## src/rtl/pipeline_ctrl.sv

```systemverilog
// Stall/flush sequencer for the 5-stage pipeline: merges stage stall requests, sequences exception redirects.
// Latency: stall vector is combinational (zero latency); flush/redirect one cycle after exc_req at the earliest.
// Backpressure: an outstanding fetch (req_if) holds the redirect in WAIT_IF until it drains; later exc_req ignored.
module pipeline_ctrl #(
    parameter int CNT_W  = 32,
    parameter int ADDR_W = 32
) (
    input  logic              clk,
    input  logic              rst,
    input  logic              req_if,
    input  logic              req_id,
    input  logic              req_ex,
    input  logic              req_mem,
    input  logic              exc_req,
    input  logic [ADDR_W-1:0] exc_pc,
    input  logic              perf_clr,
    output logic [4:0]        stall,
    output logic              flush,
    output logic              redirect_en,
    output logic [ADDR_W-1:0] redirect_pc,
    output logic              busy,
    output logic [CNT_W-1:0]  stall_cycles
);

    typedef enum logic [1:0] {
        S_RUN     = 2'd0,
        S_WAIT_IF = 2'd1,
        S_FLUSH   = 2'd2
    } state_t;

    // Stall pattern that freezes PC..EX/MEM while MEM/WB drains (bubble into WB).
    localparam logic [4:0] STALL_HOLD = 5'b01111;

    state_t              state_q, state_d;
    logic                flush_q;
    logic                busy_q;
    logic [ADDR_W-1:0]   redirect_pc_q;
    logic [CNT_W-1:0]    cnt_q, cnt_d;
    logic [4:0]          stall_merge;

    // Each stage's request stalls itself and every older stage behind it.
    always_comb begin
        stall_merge    = 5'b00000;
        stall_merge[0] = req_if | req_id | req_ex | req_mem;
        stall_merge[1] = req_id | req_ex | req_mem;
        stall_merge[2] = req_ex | req_mem;
        stall_merge[3] = req_mem;
    end

    // Stall vector and next state: exc_req in RUN overrides all stall requests.
    always_comb begin
        stall   = stall_merge;
        state_d = state_q;
        case (state_q)
            S_RUN: begin
                if (exc_req) begin
                    stall   = STALL_HOLD;
                    state_d = req_if ? S_WAIT_IF : S_FLUSH;
                end
            end
            S_WAIT_IF: begin
                stall = STALL_HOLD;
                if (!req_if) begin
                    state_d = S_FLUSH;
                end
            end
            S_FLUSH: begin
                stall   = 5'b00000;
                state_d = S_RUN;
            end
            default: begin
                stall   = 5'b00000;
                state_d = S_RUN;
            end
        endcase
    end

    // Saturating stall-cycle counter; clear wins over increment.
    always_comb begin
        cnt_d = cnt_q;
        if (perf_clr) begin
            cnt_d = '0;
        end else if (stall[0] && !(&cnt_q)) begin
            cnt_d = cnt_q + 1'b1;
        end
    end

    // FSM state plus registered Moore outputs; redirect target captured only when a new exception is accepted.
    always_ff @(posedge clk) begin
        if (rst) begin
            state_q       <= S_RUN;
            flush_q       <= 1'b0;
            busy_q        <= 1'b0;
            redirect_pc_q <= '0;
        end else begin
            state_q <= state_d;
            flush_q <= (state_d == S_FLUSH);
            busy_q  <= (state_d != S_RUN);
            if (state_q == S_RUN && exc_req) begin
                redirect_pc_q <= exc_pc;
            end
        end
    end

    // Performance counter register.
    always_ff @(posedge clk) begin
        if (rst) begin
            cnt_q <= '0;
        end else begin
            cnt_q <= cnt_d;
        end
    end

    assign flush        = flush_q;
    assign redirect_en  = flush_q;
    assign busy         = busy_q;
    assign redirect_pc  = redirect_pc_q;
    assign stall_cycles = cnt_q;

endmodule

```

## config.mk

```make
export PLATFORM = sky130hd
export DESIGN_NAME = pipeline_ctrl
export DESIGN_NICKNAME = d
export VERILOG_FILES = /design/src/rtl/pipeline_ctrl.sv
export SDC_FILE = /design/constraint.sdc
export NUM_CORES = 1
export LEC_CHECK = 0
export CORE_MARGIN = 2
export CORE_UTILIZATION = 44
export DETAILED_ROUTE_END_ITERATION = 16
export GPL_ROUTABILITY_DRIVEN = 1
export GPL_TIMING_DRIVEN = 0
export PLACE_DENSITY = 0.88
export SLEW_MARGIN = 25
export SYNTH_ARGS = -nofsm -noshare
export SYNTH_HDL_FRONTEND = slang
export SYNTH_SLANG_ARGS = --single-unit
```

## constraint.sdc

```tcl
create_clock -name clk -period 2.85 [get_ports clk]
set_input_delay 0.57 -clock clk [delete_from_list [all_inputs] [get_ports clk]]
set_output_delay 0.57 -clock clk [all_outputs]
set_load 0.02 [all_outputs]
```

==> metrics.md <==
| Metric | Value |
|---|---|
| Clock slew at reported path FFs | `0.07 ns` |
| Share of the synthesized area in the top cell type | `45.2%` |
| EDFF count, synth | `0` |
| Clock latency on the worst-skew pair | `0.34 ns` |
| First-pass GRT wire length | `13200 um` |
| GR Overflow Total | `0` |
| Average wire per standard cell | `14.2 um` |
| Total global-route track usage | `21.9%` |
| Top_reg_cell synth | `dfxtp_1` |
| DP Area | `4210 sq um` |
| Worst slack, placed | `-0.335 ns` |
| Fin crit period | `2.77 ns` |
| CTS tree | `yes` |
| Cell Chain, Critical Path | `clkdlybuf4s50_1 > nor4_4 > a21oi_1 > clkdlybuf4s50_1` |
| Clock Tree Buf Depth | `2` |
| Worst setup SP type | `primary input` |
| Largest net degree at the start of global routing | `11` |
| Max frequency | `0.361 GHz` |
| Final non-filler cell area | `4420 sq um` |
| Setup_tns | `0 ns` |
| Placed insts | `545` |
| Count leader, synth | `nand2_1` |
| Sequential share of the synthesized area | `45.2%` |
| Ys Warns | `0` |
| Cell Count, Final, Fillers Out | `559` |
| Global placer's final weighted congestion | `0.820` |
| Post-synthesis compound-gate area fraction | `19.5%` |
| CP bufs+invs | `2` |
| Required time worst endpoint | `2.28 ns` |
| Layout cells sized above 1 | `12.9%` |
| Vias in the first global route | `2961` |
| Arr. time, crit path | `2.20 ns` |
| Mapped Avg Cell Area | `8.47 sq um` |
| Reg2reg start | `stall_cycles[0]$_SDFFE_PP0P_` |
| Async set-reset flop share out of synthesis | `0%` |
| Leakage | `1.47 nW` |
| Initial DRC Count | `120` |
| P&R area growth vs syn | `46.5%` |
| Fin crit share | `97.1%` |
| CP peak stage delay | `0.56 ns` |
| Area of the mapped netlist | `3010 sq um` |
| Simple-gate share of the synthesized area | `27.9%` |
| Root Buffer | `clkbuf_8` |
| WHS Endpoint | `redirect_pc[19]$_SDFFE_PP0P_` |
| CP delay by family, top | `buffers and inverters` |
| Least-Margin Pin Slew | `0.594 ns` |
| R2r endpoint | `stall_cycles[0]$_SDFFE_PP0P_` |
| I/O pin cnt | `112` |
| Post-synth cell types | `48` |
| NetSw | `0.522 mW` |
| Filler cell count | `546` |
| ANT nets after route | `0` |
| Seq cells post-synth | `68` |
| Slew margin rel. | `60.3%` |
| Outcome | `complete, no violations` |
| Ranking of synthesized cells by area | `dfxtp_1 45%, nand2_1 9.6%, a21oi_1 8.3%` |
| Power, Total | `2.09 mW` |
| Nets | `517` |
| Critical path capture point type | `primary output` |
| Setup CP Type | `primary input to primary output` |
| Min-delay src | `redirect_pc[19]$_SDFFE_PP0P_` |
| Vias | `3066` |
| Syn Inst Count | `356` |
| # DRC | `0` |
| Max-cap violation count | `0` |
| CORE AREA | `6720 sq um` |
| Hold Path Class | `flip-flop to flip-flop` |
| Sequential power share | `47.9%` |
| RSZ-0062 raised after global routing | `no` |
| Die height | `86.8 um` |
| Clk pwr share | `38.1%` |
| DP Wirelength | `5760 um` |
| Port Buffer Count | `109` |
| Final hold violations | `0` |
| Worst Setup SP | `exc_req` |
| Critical path peak fanout | `5` |
| Largest family of logic cells by synthesized area | `simple AND/OR/NAND/NOR gates` |
| Worst VDD drop | `0.374 mV` |
| Int Pwr | `1.57 mW` |
| Adder-cell share of the synthesized area | `0.415%` |
| Synth top cells by count | `77 x nand2_1, 68 x dfxtp_1, 50 x a21oi_1` |
| Initial antenna violation count | `0` |
| R2R setup slack | `0.36 ns` |
| Final Setup Violations | `0` |
| Power Density | `473 nW/um^2` |
| Total CTS buffers | `9` |
| Area leader, netlist | `dfxtp_1` |
| Combinational Power Share | `14.0%` |
| Initial Util | `44.9%` |
| Critical-path top delay cell | `clkdlybuf4s50_1` |
| Die Width | `86.8 um` |
| Drt first pass iters | `4` |
| Sw frac | `25.0%` |
| Reg2reg path depth | `8` |
| Syn Nets | `397` |
| Crit-path most repeated cell | `clkdlybuf4s50_1` |
| Post-Synth XOR/XNOR Area | `1.99%` |
| WHS Path Cells | `2` |
| Setup bufs post-CTS | `0` |
| Max-slew violation count | `0` |
| Core Rows | `30` |
| Post-synthesis mux area share | `0%` |
| WHS | `0.458 ns` |
| Number of diodes | `0` |
| Layout Skew | `0.00916 ns` |
| # H-tree levels | `3` |
| Via density per instance | `5.48` |
| Final worst slack | `0.0837 ns` |
| Final core utilization | `65.7%` |
| Clk sinks | `68` |
| Die area | `7530 sq um` |
| Wirelength, routed | `7920 um` |
[registers in the layout, indices dropped and copies added, names as in the netlist]
name / flops
redirect_pc: 32
stall_cycles: 32
busy: 1
flush: 1
state_q: 2
[logic make-up (layout without fill, tap and decap cells)]
kind of cell    count (synthesis)  in the layout
buf+inv                        25            148
flops                          68             68
other cells                     1              1
fa+ha+maj                       1              1
xor+xnor                        6              6
simple gates                  162            162
compound gates                 93             93
[power groups by stage]
stage	clock network [mW]	registers (mW)	logic, mW
3_3_place_gp	0	1.02	0.285
5_1_grt	0.852	1.00	0.315
3_5_place_dp	0	1.02	0.290
2_1_floorplan	0	1.06	0.101
6_report	0.795	1.00	0.292
4_1_cts	0.804	1.00	0.294
[layout make-up]
cell class	count	area [sq um]	share of cell area (%)
clock buffers	12	155	3.51
clock inverters	2	35.0	0.793
plain buffers	21	134	3.03
repair buffers	109	1090	24.7
multi-input cells	263	1530	34.6
inverters	4	15.0	0.340
flip-flops and latches	68	1360	30.8
well taps	80	100	2.27
[worst register-to-register path, stage by stage (launching register included)]
cell,delay [ns]
dfxtp_1,0.46
ha_1,0.23
nand2_1,0.13
or4_4,0.62
o31ai_4,0.39
buf_6,0.21
buf_12,0.15
xor2_2,0.13
nor2_1,0.05
[per-layer routing]
layer / global-route usage, % / vias up / routed length, um
met5: 0 / - / 0
met2: 37.1 / 118 / 4020
met1: 25.4 / 1428 / 3170
met3: 6.57 / 21 / 550
li1: - / 1499 / -
met4: 10.1 / 0 / 185
[worst max path at each step]
| stage | depth (start not counted) | slack [ns] | end |
|---|---|---|---|
| 6_report | 4 | 0.08 | stall[1] |
| 5_1_grt | 4 | 0.02 | stall[1] |
| 4_1_cts | 4 | 0.10 | stall[1] |
| 3_5_place_dp | 4 | -0.34 | stall[0] |
| 3_3_place_gp | 4 | -0.30 | stall[0] |
| 2_1_floorplan | 8 | 0.54 | stall_cycles[0]$_SDFFE_PP0P_ |
[placed cells by master (no fill, tap or decap), types with 8 or more instances in the layout]
cell / synthesis / final
clkdlybuf4s50_1: 0 / 108
or3_2: 8 / 8
nand2_1: 77 / 77
nand3_1: 10 / 10
nand4_1: 12 / 12
dfxtp_1: 68 / 68
or3_1: 12 / 12
a21oi_1: 50 / 50
o21ai_0: 14 / 14
nor2_1: 14 / 14
clkbuf_1: 14 / 15
clkbuf_8: 1 / 12
[what timing repair did]
action	CTS	global route
resized for setup	4	0
endpoints found under the setup margin	3	0
hold buffers	0	0
(Power assumes the default switching activity.)
